**src/rtl/pll_lock_sequencer.sv**
```systemverilog
// pll_lock_sequencer: sequences SB_PLL40_CORE RESETB/BYPASS and qualifies LOCK
module pll_lock_sequencer #(
    parameter int RESET_CYCLES   = 16,
    parameter int STABLE_CYCLES  = 256,
    parameter int TIMEOUT_CYCLES = 65536,
    parameter int MAX_RETRIES    = 3,
    parameter int LOSS_FILTER    = 4
) (
    input  logic       i_clock,
    input  logic       i_reset_n,
    input  logic       i_pll_lock,
    input  logic       i_relock,
    output logic       o_pll_resetb,
    output logic       o_pll_bypass,
    output logic       o_pll_ready,
    output logic       o_fail,
    output logic [2:0] o_state,
    output logic [1:0] o_retry_count
);
    localparam int MAX_CYC = (RESET_CYCLES > TIMEOUT_CYCLES) ? RESET_CYCLES : TIMEOUT_CYCLES;
    localparam int PW = $clog2(MAX_CYC) + 1;
    localparam int SW = $clog2(STABLE_CYCLES) + 1;
    localparam int LW = $clog2(LOSS_FILTER) + 1;
    localparam logic [PW-1:0] RESET_LAST   = PW'(RESET_CYCLES - 1);
    localparam logic [PW-1:0] TIMEOUT_LAST = PW'(TIMEOUT_CYCLES - 1);
    localparam logic [SW-1:0] STABLE_LAST  = SW'(STABLE_CYCLES - 1);
    localparam logic [LW-1:0] LOSS_LAST    = LW'(LOSS_FILTER - 1);

    typedef enum logic [2:0] {
        S_RESET     = 3'd0,
        S_WAIT_LOCK = 3'd1,
        S_RUN       = 3'd2,
        S_FAIL      = 3'd3
    } state_t;

    state_t          state;
    state_t          nxt;
    logic            restart;
    logic            lock_m;
    logic            lock_s;
    logic [PW-1:0]   phase;
    logic [SW-1:0]   stable;
    logic [LW-1:0]   loss;
    logic [1:0]      retry;

    assign o_state       = state;
    assign o_retry_count = retry;

    // two-flop synchroniser for the asynchronous LOCK pin
    always_ff @(posedge i_clock or negedge i_reset_n) begin
        if (!i_reset_n) begin
            lock_m <= 1'b0;
            lock_s <= 1'b0;
        end else begin
            lock_m <= i_pll_lock;
            lock_s <= lock_m;
        end
    end

    // next-state selection; relock overrides everything, illegal codes fall back to RESET
    always_comb begin
        nxt = state;
        case (state)
            S_RESET:     nxt = (phase == RESET_LAST) ? S_WAIT_LOCK : S_RESET;
            S_WAIT_LOCK: nxt = (lock_s && stable == STABLE_LAST) ? S_RUN :
                               (phase != TIMEOUT_LAST) ? S_WAIT_LOCK :
                               (int'(retry) < MAX_RETRIES) ? S_RESET : S_FAIL;
            S_RUN:       nxt = (!lock_s && loss == LOSS_LAST) ? S_RESET : S_RUN;
            S_FAIL:      nxt = S_FAIL;
            default:     nxt = S_RESET;
        endcase
        if (i_relock) nxt = S_RESET;
        restart = i_relock || (nxt != state);
    end

    // state, counters and outputs registered together; outputs follow the state being entered
    always_ff @(posedge i_clock or negedge i_reset_n) begin
        if (!i_reset_n) begin
            state        <= S_RESET;
            phase        <= '0;
            stable       <= '0;
            loss         <= '0;
            retry        <= '0;
            o_pll_resetb <= 1'b0;
            o_pll_bypass <= 1'b0;
            o_pll_ready  <= 1'b0;
            o_fail       <= 1'b0;
        end else begin
            state  <= nxt;
            phase  <= (restart || !(state == S_RESET || state == S_WAIT_LOCK)) ? '0 : phase + 1'b1;
            stable <= (restart || state != S_WAIT_LOCK || !lock_s) ? '0 : stable + 1'b1;
            loss   <= (restart || state != S_RUN || lock_s) ? '0 : loss + 1'b1;
            if (i_relock || (nxt == S_RUN && state != S_RUN))
                retry <= '0;
            else if (state == S_WAIT_LOCK && nxt == S_RESET)
                retry <= (retry == 2'd3) ? retry : retry + 2'd1;
            o_pll_resetb <= (nxt == S_WAIT_LOCK) || (nxt == S_RUN);
            o_pll_bypass <= (nxt == S_FAIL);
            o_fail       <= (nxt == S_FAIL);
            o_pll_ready  <= (nxt == S_RUN) || (nxt == S_FAIL);
        end
    end
endmodule
```
**config.mk**
```make
export PLATFORM = sky130hd
export DESIGN_NAME = pll_lock_sequencer
export DESIGN_NICKNAME = d
export VERILOG_FILES = /design/src/rtl/pll_lock_sequencer.sv
export SDC_FILE = /design/constraint.sdc
export NUM_CORES = 1
export LEC_CHECK = 0
export BUFFER_PORTS_ARGS = -buffer_cell sky130_fd_sc_hd__buf_2
export CAP_MARGIN = 20
export CORE_MARGIN = 1
export CORE_UTILIZATION = 61
export DETAILED_ROUTE_END_ITERATION = 8
export PLACE_DENSITY = 0.87
export SLEW_MARGIN = 20
export SYNTH_ARGS = -nofsm -noshare
export SYNTH_HDL_FRONTEND = slang
export SYNTH_SLANG_ARGS = --single-unit
export TNS_END_PERCENT = 50
```
**constraint.sdc**
```tcl
create_clock -name i_clock -period 4.6 [get_ports i_clock]
set_clock_uncertainty 0.05 [all_clocks]
set_input_delay 0.46 -clock i_clock [delete_from_list [all_inputs] [get_ports i_clock]]
set_output_delay 0.46 -clock i_clock [all_outputs]
set_load 0.02 [all_outputs]
```
# [Word level (Yosys, flattened, before mapping)]
# Index checks and enable logic that the tools add are counted.
[word_totals] in_bits=4 elab_cells=63 ff_bits=39 out_inout_bits=9
[op_classes] add_sub_neg=4 order_cmp=1 n_eq_ne=15 n_reduce_logical=20 muxes=13
[op_table] op="$add A17 B1 Y17 const B" count=1
[op_table] op="$eq A17 B4 Y1 const B" count=1
[op_table] op="$mux W17" count=1
[op_table] op="$ne A17 B16 Y1 const B" count=1
[op_table] op="$eq A3 B2 Y1 const B" count=5
[op_table] op="$mux W2" count=7
[op_table] op="$logic_or A1 B1 Y1" count=10
[op_table] op="$add A9 B1 Y9 const B" count=1
[op_table] op="$eq A9 B8 Y1 const B" count=1
[op_table] op="$mux W9" count=1
[op_table] op="$pmux W2 S4" count=1
[op_table] op="$eq A3 B1 Y1 const B" count=2
[op_table] op="$logic_not A3 Y1" count=2
[op_table] op="$mux W3" count=2
[op_table] op="$logic_and A1 B1 Y1" count=4
[op_table] op="$add A3 B1 Y3 const B" count=1
[op_table] op="$ne A3 B1 Y1 const B" count=1
[op_table] op="$ne A3 B2 Y1 const B" count=1
[op_table] op="$ne A3 B3 Y1" count=1
[op_table] op="$add A2 B1 Y2 const B" count=1
[op_table] op="$eq A2 B2 Y1 const B" count=1
[op_table] op="$logic_not A1 Y1" count=2
[op_table] op="$lt A2 B2 Y1 const B" count=1
[op_table] op="$ne A2 B2 Y1 const B" count=1
[op_table] op="3 further kinds" count=3

# [Longest topological paths before layout]
# Gate-level depths: netlist of run 1.
[logic_depth] ltp_word=11 mapped_depth=15 mapped_depth_nobuf=15

# [Worst setup path after synthesis of run 1]
# OpenSTA, ideal clock, no wires.
[synth_path] kind="register to register" startpoint="reg phase[0]" endpoint="reg retry[0] (netlist: o_retry_count[0])" period_less_slack_ns=2.503 required_time_ns=4.429 setup_ns=0.121 slack_ns=2.097 stages_incl_launch_ff=16 arrival_ns=2.332 path_buffers=0 cell_sequence="dfrtp_1 > ha_1 > and4_1 > nand2_1 > nor4_1 > ha_1 > a21oi_1 > nand2_1 > nand2_1 > a21o_1 > inv_1 > ha_1 > nor2b_1 > o22ai_1 > a22oi_1 > nor2_1"
[synth_between] elab_chain_cells=10 word_cells_on_any_way=16
[synth_rtl] element="start: declaration" line="41" source="logic [PW-1:0] phase;"
[synth_rtl] element="start signal: assignment" line="90" source="phase <= (restart || !(state == S_RESET || state == S_WAIT_LOCK)) ? '0 : phase + 1'b1;"
[synth_rtl] element="$ne A17 B16 Y1 (*)" line="66" source="(phase != TIMEOUT_LAST) ? S_WAIT_LOCK :"
[synth_rtl] element="$mux W2 (*)" line="66"
[synth_rtl] element="$mux W2 (*)" line="65" source="S_WAIT_LOCK: nxt = (lock_s && stable == STABLE_LAST) ? S_RUN :"
[synth_rtl] element="$pmux W2 S4 (*)" line="63" source="case (state)"
[synth_rtl] element="$mux W3 (*)" line="72" source="if (i_relock) nxt = S_RESET;"
[synth_rtl] element="via nxt[1]" line="37" source="state_t nxt;"
[synth_rtl] element="$eq A3 B2 Y1" line="93" source="if (i_relock || (nxt == S_RUN && state != S_RUN))"
[synth_rtl] element="$logic_and A1 B1 Y1" line="93"
[synth_rtl] element="$logic_or A1 B1 Y1" line="93"
[synth_rtl] element="$ne A2 B2 Y1 (no source line) / $reduce_bool A2 Y1 (equally long branches)"
[synth_rtl] element="$reduce_and A2 Y1 (no source line)"
[synth_rtl] element="end signal: assignment" line="96" source="retry <= (retry == 2'd3) ? retry : retry + 2'd1;"
[synth_rtl] element="end: declaration" line="44" source="logic [1:0] retry;"
# The timed path passes the listed nets; every way through them passes the cells marked *.
# A chain may end at the register's enable or synchronous reset.

# [Worst setup path after layout of run 1]
# Ends and elaborated chain as after synthesis.

==> out/metrics.yaml, run 1 <==
status: "finished, violations left"
failed_checks: "design-rule violations"
cp_cell_sequence: "ha_1 -> and4_1 -> nand2_1 -> nor4_1 -> ha_1 -> a21oi_1 -> nand2_1 -> nand2_1 -> a21o_1 -> inv_1 -> ha_1 -> nor2b_1 -> o22ai_1 -> a22oi_1 -> nor2_1"
path_buf_inv: 1
ys_warn_count: 0
syn2layout_area_growth_pct: 7.18
yosys.cell_types.count: 35
r2r_cells: 15
grt_overflow: 0
postRouteAntennaNets: 0
post-place-ws_ns: 1.79
dr.first_iter.drc_count: 81
setup_viol: 0
p_per_area_mw_per_mm2: 271
final_core_util_pct: 70.7
vias: 1315
antenna_found_initial: 0
peakVddDrop_v: 0.000167
cts_tree: "built"
syn_nets: 195
timing.fmax_mhz: 350
hpwl_mm: 2.24
setup_ws_ns: 1.74
worstMarginPinSlew_ns: 0.793
cts_resized: 0
grt_pass1_vias: 1190
syn_area_per_cell_um2: 10.3
fin_crit_sh_pct: 62.1
synth_sequential_area_ratio_pct: 51.0
gp_congestion: 0.841
final_cell_area_mm2: 0.00200
dieArea_mm2: 0.00328
cts_root_buffer: "clkbuf_4"
numClockSinks: 38
cts-buffers-inserted: 5
holdCritPathClass: "input port to asynchronous set/reset pin"
drcViolationCount: 3
leakage_nw: 0.914
critPathLaunchType: "flip-flop"
via_per_inst: 5.79
cts_buffer_depth: 2
drive_above_1_share_pct: 11.7
required_ns: 4.80
die-height_um: 57.3
grt_setup_unrepaired: "no"
grt_pass1_wl_mm: 5.11
max_stage_delay_ns: 0.40
crit_type: "flip-flop to flip-flop"
syn_inst: 181
crit_cells: 15
syn_area_mm2: 0.00187
grt.total_usage_pct: 21.4
place_area_mm2: 0.00194
postCtsHoldBufs: 0
end_kind: "flip-flop"
wire_per_inst_um: 13.8
cp_data_arrival_time_ns: 3.06
crit_path_top_delay_cell: "dfrtp_1"
n_antenna_cell: 0
period_needed_ns: 2.86
initial_core_util_pct: 65.9
first_pass_iters: 6
critPathTopFamily: "simple AND/OR/NAND/NOR gates"
postCtsSetupBuffers: 0
io_buffers: 11
ys_seq_elements: 38
drt_wl_total_mm: 3.13
max_cap_viol_count: 0
coreArea_mm2: 0.00283
h-tree-depth: 2
die-width_um: 57.3
path_clk_slew_ns: 0.11
slew-limit-headroom_pct: 47.1
nNetsFinal: 209
rows: 19
clkLatencyLatePin_ns: 0.35
critPathMaxFanout: 5
final-max-slew-violation-count: 0
ios: 13
whs_ns: 0.128
finalSetupTns_ns: 0
grt_max_degree: 39
final-hold-violation-count: 0
==> worst paths after layout <==
check                                         from                      endpoint  slack [ns]
min in group i_clock                    i_pll_lock              lock_m$_DFF_PN0_        0.16
worst min-delay path                     i_reset_n             loss[0]$_DFF_PN0_        0.13
worst max register to register  phase[0]$_DFF_PN0_  o_retry_count[0]$_DFFE_PN0P_        1.74
worst min register to register    lock_m$_DFF_PN0_              lock_s$_DFF_PN0_        0.31
max in group asynchronous                i_reset_n            phase[4]$_DFF_PN0_        3.87
worst max-delay path            phase[0]$_DFF_PN0_  o_retry_count[0]$_DFFE_PN0P_        1.74
==> synthesized netlist by cell type <==
| cell type | count | share of area [%] |
|---|---|---|
| clkbuf_1 | 1 | 0.20 |
| nand2b_1 | 5 | 1.7 |
| a21oi_1 | 3 | 0.80 |
| nand4_4 | 1 | 1.1 |
| nor3_1 | 5 | 1.3 |
| buf_2 | 1 | 0.27 |
| inv_1 | 10 | 2.0 |
| nand3_1 | 8 | 2.1 |
| nor4_1 | 7 | 2.3 |
| buf_4 | 2 | 0.80 |
| a21o_1 | 2 | 0.80 |
| nand4_1 | 4 | 1.3 |
| a211oi_1 | 2 | 0.80 |
| o31ai_4 | 1 | 1.1 |
| conb_1 | 1 | 0.20 |
| and4_1 | 3 | 1.4 |
| mux2i_1 | 1 | 0.54 |
| xnor2_1 | 10 | 4.7 |
| nand2_1 | 9 | 1.8 |
| nor2b_1 | 1 | 0.34 |
| o21ai_0 | 1 | 0.27 |
| and3_1 | 1 | 0.34 |
| nor3b_1 | 2 | 0.80 |
| ha_1 | 10 | 6.7 |
| dfrtp_1 | 38 | 51 |
| o21ba_1 | 1 | 0.54 |
| nor2_1 | 32 | 6.4 |
| or3_1 | 2 | 0.67 |
| nand3_2 | 1 | 0.54 |
| or4_1 | 3 | 1.2 |
| or2_2 | 1 | 0.34 |
| xor2_1 | 9 | 4.2 |
| o31ai_1 | 1 | 0.40 |
| o22ai_1 | 1 | 0.34 |
| a22oi_1 | 1 | 0.40 |
==> registers in the layout, indices dropped and copies added, names as in the netlist <==
| register | flops |
|---|---|
| o_pll_ready | 1 |
| stable | 9 |
| loss | 3 |
| o_retry_count | 2 |
| lock_m | 1 |
| lock_s | 1 |
| o_fail | 1 |
| phase | 17 |
| o_state | 2 |
| o_pll_resetb | 1 |
==> layout by cell type, fill, tap and decap left out, drive strengths merged, types with 3 or more instances in the layout <==
cell and instances:
a21oi 3, and4 3, buf 11, clkbuf 6, dfrtp 38, ha 10
inv 10, nand2 9, nand2b 5, nand3 9, nand4 5, nor2 32
nor3 5, nor4 7, or4 3, xnor2 10, xor2 9
==> metrics by stage <==
step                      power [W]  cells
after CTS                  0.000546    227
after global routing       0.000563    227
final                      0.000541    227
after floorplan            0.000355    181
after global placement     0.000364    219
after detailed placement   0.000364    219
==> area by class of cell <==
class / instances / area (um2)
flip-flops and latches: 38 / 951
multi-input cells: 129 / 853
fillers: 194 / 830
repair buffers: 11 / 55.1
clock buffers: 6 / 51.3
well taps: 31 / 38.8
inverters: 10 / 37.5
clock inverters: 2 / 12.5
==> routing by layer <==
metal  track usage (%)  part of all wire (%)
met5                 0                     0
met4              13.2                   3.6
met3              6.80                   4.7
met2              33.6                    47
met1              25.7                    45
==> report_power, final <==
part           total [W]  switching [W]  leakage (nW)  internal, W
Combinational  0.0000175      0.0000133         0.356   0.00000424
Clock           0.000183       0.000110        0.0343    0.0000734
Sequential      0.000340     0.00000320         0.524     0.000337
==> cells by family after synthesis <==
family,Yosys count,share of synthesized area (%)
compound gates,13,5.50
xor+xnor,19,8.92
fa+ha+maj,10,6.71
buf+inv,14,3.29
flops,38,51.0
mux,1,0.537
other cells,1,0.201
simple gates,85,23.9
Note: power is estimated with default switching activity, not from simulation.
==> run 2: changes to the inputs <==
--- a/config.mk
+++ b/config.mk
@@ -8,9 +8,9 @@
 export BUFFER_PORTS_ARGS = -buffer_cell sky130_fd_sc_hd__buf_2
 export CAP_MARGIN = 20
 export CORE_MARGIN = 1
-export CORE_UTILIZATION = 61
+export CORE_UTILIZATION = 53
 export DETAILED_ROUTE_END_ITERATION = 8
-export PLACE_DENSITY = 0.87
+export PLACE_DENSITY = 0.81
 export SLEW_MARGIN = 20
 export SYNTH_ARGS = -nofsm -noshare
 export SYNTH_HDL_FRONTEND = slang
==> constraint.sdc (replaced) <==
create_clock -name i_clock -period 2.5 [get_ports i_clock]
set_clock_uncertainty 0.05 [all_clocks]
set_input_delay 0.25 -clock i_clock [delete_from_list [all_inputs] [get_ports i_clock]]
set_output_delay 0.25 -clock i_clock [all_outputs]
set_load 0.02 [all_outputs]
==> out/metrics.yaml, run 2 (synthesized netlist as in run 1, its figures left out) <==
status: "finished, violations left"
failed_checks: "negative setup slack"
hpwl_mm: 2.54  # +13%
nNetsFinal: 221  # +5.7%
setup_ws_ns: -0.118  # -1.86 ns
crit_path_top_delay_cell: "dfrtp_1"
p_per_area_mw_per_mm2: 541  # +100%
drcViolationCount: 0  # -3
syn2layout_area_growth_pct: 19.5
grt_overflow: 0  # unchanged
first_pass_iters: 4  # -2
path_clk_slew_ns: 0.12  # about the same
gp_congestion: 0.844  # +0.31%
grt_setup_unrepaired: "yes"
hold_start: "i_relock"
fin_crit_sh_pct: 105  # +43 points
path_buf_inv: 0  # -1
period_needed_ns: 2.62  # -0.239 ns
largest_reg_flops: 17  # unchanged
drt_wl_total_mm: 3.75  # +20%
worstMarginPinSlew_ns: 0.804  # +0.0106 ns
via_per_inst: 5.62  # -3.0%
cts_buffer_depth: 2  # unchanged
reg2reg_from: "phase[1]$_DFF_PN0_"
final_cell_mix: "38 x dfrtp_1, 32 x nor2_1, 11 x buf_2, 10 x xnor2_1, 10 x buf_4"
cp_cell_sequence: "ha_2 -> and4_4 -> nand2_1 -> nor4_2 -> ha_2 -> nand2b_1 -> a21oi_2 -> or3_4 -> ha_1 -> nor3b_2 -> o22ai_1 -> a22oi_1 -> nor2_1"
numClockSinks: 38  # unchanged
cp_data_arrival_time_ns: 2.82  # -0.24 ns
ios: 13  # unchanged
wire_per_inst_um: 14.7  # +7.0%
cts_root_buffer: "clkbuf_4"
dieArea_mm2: 0.00376  # +15%
antenna_found_initial: 0  # unchanged
cts_tree: "built"
required_ns: 2.70  # -2.10 ns
top_register: "phase"
vias: 1427  # +8.5%
end_kind: "flip-flop"
drive_above_1_share_pct: 22.1  # +10 points
layout_commonest_cell: "dfrtp_1"
holdCritPathClass: "input port to flip-flop"
slew-limit-headroom_pct: 46.4  # -0.71 points
critPathMaxFanout: 4  # -1
die-width_um: 61.3  # +7.0%
hold_end: "o_retry_count[1]$_DFFE_PN0P_"
initial_core_util_pct: 55.5  # -10 points
critPathLaunchType: "flip-flop"
coreArea_mm2: 0.00336  # +19%
postCtsSetupBuffers: 0  # unchanged
crit_type: "flip-flop to flip-flop"
r2r-end: "o_retry_count[0]$_DFFE_PN0P_"
h-tree-depth: 2  # unchanged
grt_pass1_vias: 1373  # +15%
dr.first_iter.drc_count: 78  # -3.7%
timing.fmax_mhz: 382  # +9.1%
final-hold-violation-count: 0  # unchanged
postRouteAntennaNets: 0  # unchanged
grt_pass1_wl_mm: 5.98  # +17%
finalNonFillerCells: 254  # +12%
max_stage_delay_ns: 0.39  # about the same
rrSetupSlack_ns: -0.12  # -1.86 ns
critPathTopFamily: "simple AND/OR/NAND/NOR gates"
clkLatencyLatePin_ns: 0.36  # about the same
io_buffers: 11  # unchanged
reg_top3: "phase (17), stable (9), loss (3)"
peakVddDrop_v: 0.000292  # +75%
nFillCells: 247  # +27%
worst_path_most_repeated_cell: "ha_2"
cts-buffers-inserted: 5  # unchanged
finalSetupTns_ns: -0.122  # -0.122 ns
die-height_um: 61.3  # +7.0%
r2r_cells: 13  # -2
final-max-slew-violation-count: 0  # unchanged
n_antenna_cell: 0  # unchanged
setup_viol: 2  # +2
holdPathStages: 2
placed_cells: 244  # +11%
grt_max_degree: 39  # unchanged
leakage_nw: 1.01  # +10%
rows: 21  # +2
grt.total_usage_pct: 23.3  # +1.9 points
max_cap_viol_count: 0  # unchanged
## run 2: worst max-delay path by stage
stage / from / end / slack, ns / depth (start not counted)
3_5_place_dp: phase[1]$_DFF_PN0_ / o_retry_count[1]$_DFFE_PN0P_ / -0.13 / 12
3_3_place_gp: phase[1]$_DFF_PN0_ / o_retry_count[1]$_DFFE_PN0P_ / 0.01 / 12
2_1_floorplan: phase[0]$_DFF_PN0_ / o_retry_count[0]$_DFFE_PN0P_ / 0.04 / 15
4_1_cts: phase[1]$_DFF_PN0_ / o_retry_count[0]$_DFFE_PN0P_ / 0.01 / 15
6_report: phase[1]$_DFF_PN0_ / o_retry_count[0]$_DFFE_PN0P_ / -0.12 / 13
5_1_grt: phase[1]$_DFF_PN0_ / o_retry_count[0]$_DFFE_PN0P_ / -0.28 / 13
## run 2: what timing repair did
action | CTS | global route
endpoints found under the hold margin | 39 | 0
pin swaps | 2 | 0
hold buffers | 2 | 0
setup endpoints to repair | 2 | 3
gates resized for setup | 8 | 4
## run 2: metal layers
layer	GRT usage [%]	up-vias	wire [um]
met2	38.7	53	1930
met1	24.4	684	1480
li1	-	672	-
met4	16.8	0	150
met3	8.61	18	183
met5	0	-	0
## run 2: worst register-to-register path, stage by stage (launching register included)
cell	delay [ns]
dfrtp_1	0.39
ha_2	0.19
and4_4	0.22
nand2_1	0.06
nor4_2	0.14
ha_2	0.27
nand2b_1	0.08
a21oi_2	0.18
or3_4	0.17
ha_1	0.17
nor3b_2	0.19
o22ai_1	0.11
a22oi_1	0.23
nor2_1	0.08
## run 2: where the power goes
part / total (W) / switching (W) / internal [W]
sequential: 0.000624 / 0.00000419 / 0.000620
clock: 0.000541 / 0.000202 / 0.000339
combinational: 0.0000420 / 0.0000286 / 0.0000134
total: 0.00121 / 0.000235 / 0.000972
## run 2: through the flow
step                hold WS [ns]  worst slack, ns  cell area, um2  util, %  power [W]
floorplan                -0.0956           0.0433            1880        -   0.000654
global placement           0.283           0.0132            2040     60.8   0.000674
detailed placement         0.286           -0.133            2040     60.8   0.000676
CTS                       0.0903           0.0117            2220     65.9    0.00122
global route               0.114           -0.284            2230     66.3    0.00125
finish                     0.134           -0.118            2230     66.3    0.00121
## run 2: area by class of cell
cell class / count / area (um2) / area share [%]
clock buffers: 6 / 51.3 / 2.30
clock inverters: 2 / 60.1 / 2.69
inverters: 10 / 37.5 / 1.68
multi-input cells: 129 / 922 / 41.4
flip-flops and latches: 38 / 951 / 42.6
well taps: 46 / 57.6 / 2.58
repair buffers: 23 / 150 / 6.73
